`config.mk`:
```
export PLATFORM = sky130hd
export DESIGN_NAME = reg_des
export DESIGN_NICKNAME = d
export VERILOG_FILES = /design/src/rtl/reg_des.sv
export SDC_FILE = /design/constraint.sdc
export NUM_CORES = 1
export LEC_CHECK = 0
export CAP_MARGIN = 20
export CELL_PAD_IN_SITES_DETAIL_PLACEMENT = 0
export CELL_PAD_IN_SITES_GLOBAL_PLACEMENT = 1
export CORE_AREA = 2 2 39 41
export CTS_BUF_LIST = sky130_fd_sc_hd__clkbuf_8
export DETAILED_ROUTE_END_ITERATION = 8
export DIE_AREA = 0 0 41 43
export PLACE_DENSITY = 0.47
export SYNTH_ARGS = -nofsm -noshare
export SYNTH_HDL_FRONTEND = slang
export SYNTH_SLANG_ARGS = --single-unit
export TNS_END_PERCENT = 5
```
`constraint.sdc`:
```
create_clock -name clock -period 1.4 [get_ports clock]
set_input_delay 0.28 -clock clock [delete_from_list [all_inputs] [get_ports clock]]
set_output_delay 0.28 -clock clock [all_outputs]
set_load 0.005 [all_outputs]
```
`src/rtl/reg_des.sv`:
```
// reg_des: serial-in / serial-out shift register of DEPTH stages with a
// saturating fill counter. The optional parallel tap of every stage is
// enabled by defining REG_DES_PARALLEL_OUT_EN.
module reg_des #(
    parameter int DEPTH = 4
) (
    input  logic             clock,
    input  logic             reset,
    input  logic             data_in,
    output logic             data_out,
    output logic             filled
`ifdef REG_DES_PARALLEL_OUT_EN
    ,
    output logic [DEPTH-1:0] parallel_out
`endif
);

    localparam int CNT_W = $clog2(DEPTH + 1);
    localparam logic [CNT_W-1:0] CNT_FULL = CNT_W'(DEPTH);

    logic [DEPTH-1:0] stage_q, stage_d;
    logic [CNT_W-1:0] cnt_q, cnt_d;
    logic             filled_q, filled_d;

    // Next state: shift toward the output; the counter saturates at DEPTH.
    // The loop form keeps DEPTH=1 legal, where it reduces to a single flop.
    always_comb begin
        stage_d    = stage_q;
        stage_d[0] = data_in;
        for (int i = 1; i < DEPTH; i++) begin
            stage_d[i] = stage_q[i-1];
        end
        cnt_d    = (cnt_q == CNT_FULL) ? cnt_q : cnt_q + CNT_W'(1);
        filled_d = (cnt_d == CNT_FULL);
    end

    // State registers. Reset takes priority over the data sampled on that edge.
    always_ff @(posedge clock) begin
        if (reset) begin
            stage_q  <= '0;
            cnt_q    <= '0;
            filled_q <= 1'b0;
        end else begin
            stage_q  <= stage_d;
            cnt_q    <= cnt_d;
            filled_q <= filled_d;
        end
    end

    assign data_out = stage_q[DEPTH-1];
    assign filled   = filled_q;

`ifdef REG_DES_PARALLEL_OUT_EN
    assign parallel_out = stage_q;
`endif

endmodule

```
Yosys cells after proc, flatten, opt, wreduce, memory -nomap -nowiden --
Index checks and enable logic that the tools add are counted.
Cells by class: mux-type cells 1, add/subtract/negate cells 1, eq/ne operators 2
Operators with widths (count):
- $eq A3 B3 Y1 const B | 2
- $add A3 B1 Y3 const B | 1
- $mux W3 | 1
Word-level totals: output and inout port bits 2, input bits 3, flip-flop bits (word level) 8, logic and storage cells 7

Depth between registers and ports, before layout --
word-level depth 3, gate-level depth with buffers 4

Least setup slack after synthesis --
Ideal clock, no wire load.
kind register to register, start point register cnt_q[0], end point register filled_q (netlist: filled), stages on the path, launching flop included 4, period minus slack after synthesis 1.043 ns, path slack 0.357 ns, setup time 0.122 ns, data arrival time 0.921 ns, buffers on the path 0, path through dfxtp_1 -> ha_1 -> nor2b_1 -> o311a_1
On the way: word-level cells in the longest chain between the ends 3
Ends and longest elaborated chain:
- start: declaration | line 22 | logic [CNT_W-1:0] cnt_q, cnt_d;
- start signal: assignment | line 45 | cnt_q <= cnt_d;
- $add A3 B1 Y3 or $eq A3 B3 Y1 (tied branches) | line 33 | cnt_d = (cnt_q == CNT_FULL) ? cnt_q : cnt_q + CNT_W'(1);
- $mux W3 * | line 33
- $eq A3 B3 Y1 * | line 34 | filled_d = (cnt_d == CNT_FULL);
- end signal: assignment | line 46 | filled_q <= filled_d;
- end: declaration | line 23 | logic filled_q, filled_d;
Mark *: on every way between the ends. The rest lies on a longest branch, timed or not. A chain may end at the register's enable or synchronous reset.

Final worst setup path --
start point register filled_q (netlist: filled), end point output port filled
RTL lines:
- end: declaration | line 11 | output logic filled
No word-level cell between the ends.

==> flow_summary.ini <==
[placement]
placed_area_um2 = 349
place_congestion = 0.718
port_buffers = 4
dp_cells = 47
place_ws_ns = 0.185
dp_hpwl_um = 301

[layout]
final_util_pct = 28.2
nets = 41
final_layout_size_suffix_gt1_share_pct = 14.7
stdcell_area_um2 = 390
area_growth_pct = 35.1
fillCellCount = 149
antenna_cells = 0
instances_no_fill = 50

[yosys]
netlist_area_um2 = 289
avgSynthCellArea_um2 = 10.7
synth.top_cells.by_area = dfxtp_1 (55%), nor2b_1 (13%), ha_1 (8.7%)
synthArstFlopShare_pct = 0
yosysMostFrequentCell = dfxtp_1
syn_inst = 27
synth_ff_type = dfxtp_1
synth_commonest_cells = dfxtp_1 (8), nor2b_1 (6), ha_1 (2), inv_1 (2), nor2_1 (2)
yosysTopAreaCell = dfxtp_1
mappedNetlistNets = 32
synth-seq-cells = 8
ys_types = 12
synth_edf_count = 0
yosysTopAreaCellShare_pct = 55.4
yosysWarnings = 0
ys_seq_area_share_pct = 55.4

[clock_tree]
numCtsBuffers = 3
cts_sinks = 8
clockBufferDepth = 2
cts_hold_buf = 0
cts.clk_slew.worst_paths_ns = 0.04
clock_latency_ns = 0.22
postCtsSetupBuffers = 0
h-tree-depth = 1
postCtsResizedCells = 0
cts_tree = done
ctsRootBufferMaster = clkbuf_8

[timing]
setup_ws_ns = 0.113
period_share_pct = 91.9
finalSetupTns_ns = 0
rsz0062_at_grt = false
hold_slack_ns = 0.429
slew_headroom_pct = 81.6
slew_violations = 0
hold_viol = 0
min_period_ns = 1.29
finalClockSkew_ns = 0.0000933
worstMarginPinSlew_ns = 0.275
max_freq_mhz = 777
setup_viol = 0

[drt]
routed-via-count = 190
vias_per_cell = 3.80
drt_iter0_markers = 7
wirelength_um = 428
first_pass_iters = 2
routedWlPerCell_um = 8.56
final_antenna_net_count = 0
drc = 0

[pwr]
ir_drop_uv = 429
swShare_pct = 20.4
combPwrFrac_pct = 9.8
leakagePower_nw = 0.165
power.density_mw_per_mm2 = 1490
seq_power_share_pct = 43.6
switchingPower_mw = 0.118
p_int_mw = 0.462
clkPwrFrac_pct = 46.6
total_power_mw = 0.580

[min_path]
min_path_type = reg2reg
hold_start = stage_q[2]$_SDFF_PP0_

[worst_setup_path]
worstSetupEndpointType = primary output
worst_setup_path_start_kind = flop
ff2ff_setup_slack_ns = 0.27
cp_num_buf_inv = 1
crit_chain = clkdlybuf4s50_1
worstPathMaxFanout = 1
critPathMaxStageDelay_ns = 0.49
startpoint = filled$_SDFF_PP0_
crit_type = reg2out
path_delay_family = buffers and inverters
critPathArrivalTime_ns = 1.01
worstPathRequired_ns = 1.12
r2r-start = cnt_q[0]$_SDFF_PP0_
cpMaxStageDelayCell = clkdlybuf4s50_1

[grt]
grt_pass1_vias = 179
grt.overflow.total = 0
grt_max_degree = 9
antenna_found_initial = 0
grt_pass1_wl_um = 710
grt_use_total_pct = 6.73

[flow_run]
maxCapViolCount = 0

[die]
num_rows = 14
fp.dieH_um = 43
dieArea_mm2 = 0.00176
pin_count = 5
die_width_um = 41
core_area_mm2 = 0.00138
initial_utilization_pct = 20.9

[outcome]
status = finished, final reports clean
==> power groups by stage <==
stage          Clock, mW  Sequential (mW)  Combinational [mW]
6_report           0.271            0.253              0.0569
5_1_grt            0.297            0.254              0.0648
4_1_cts            0.279            0.253              0.0573
3_5_place_dp           0            0.256              0.0564
3_3_place_gp           0            0.256              0.0555
2_1_floorplan          0            0.256              0.0363
==> cells in the final DEF (no fill, tap or decap) <==
cell / netlist / routed
nor2_1: 2 / 2
o311a_1: 1 / 1
inv_1: 2 / 2
a21o_2: 1 / 1
clkbuf_8: 0 / 3
nor3_1: 1 / 1
and3b_2: 1 / 1
ha_1: 2 / 2
clkdlybuf4s50_1: 0 / 4
nor3b_1: 1 / 1
dfxtp_1: 8 / 8
a21oi_1: 1 / 1
nor2b_1: 6 / 6
nand3_1: 1 / 1
==> final timing paths <==
path                                 to  depth (start not counted)
setup / recovery                 filled                          1
hold / removal    stage_q[3]$_SDFF_PP0_                          1
setup reg to reg      filled$_SDFF_PP0_                          3
hold reg to reg   stage_q[3]$_SDFF_PP0_                          1
==> per-layer routing <==
layer	wire, um	up-vias	GRT usage [%]
met4	6	0	6.00
li1	-	103	-
met1	202	80	7.07
met3	32	2	4.71
met5	0	-	0
met2	186	5	8.44
==> sequential cells by signal, indices dropped and copies added (netlist names) <==
signal   flops
cnt_q        3
filled       1
stage_q      4
==> cell type report <==
cell class,count,area (um2),share of cell area [%]
Inverter,2,7.51,1.92
Timing Repair Buffer,4,40.0,10.3
Sequential cell,8,160,41.0
Tap cell,16,20.0,5.13
Clock buffer,3,41.3,10.6
Multi-Input combinational cell,17,121,31.1
==> kinds of logic (layout without fill, tap and decap cells) <==
family                   after synthesis  in the layout  synth area share, %
AO/OA/AOI/OAI                          3              3                 8.22
adder cells (fa/ha/maj)                2              2                 8.66
buffers and inverters                  2              9                 2.60
flip-flops                             8              8                 55.4
AND/OR/NAND/NOR                       12             12                 25.1
Power figures use the tool's default switching activity.
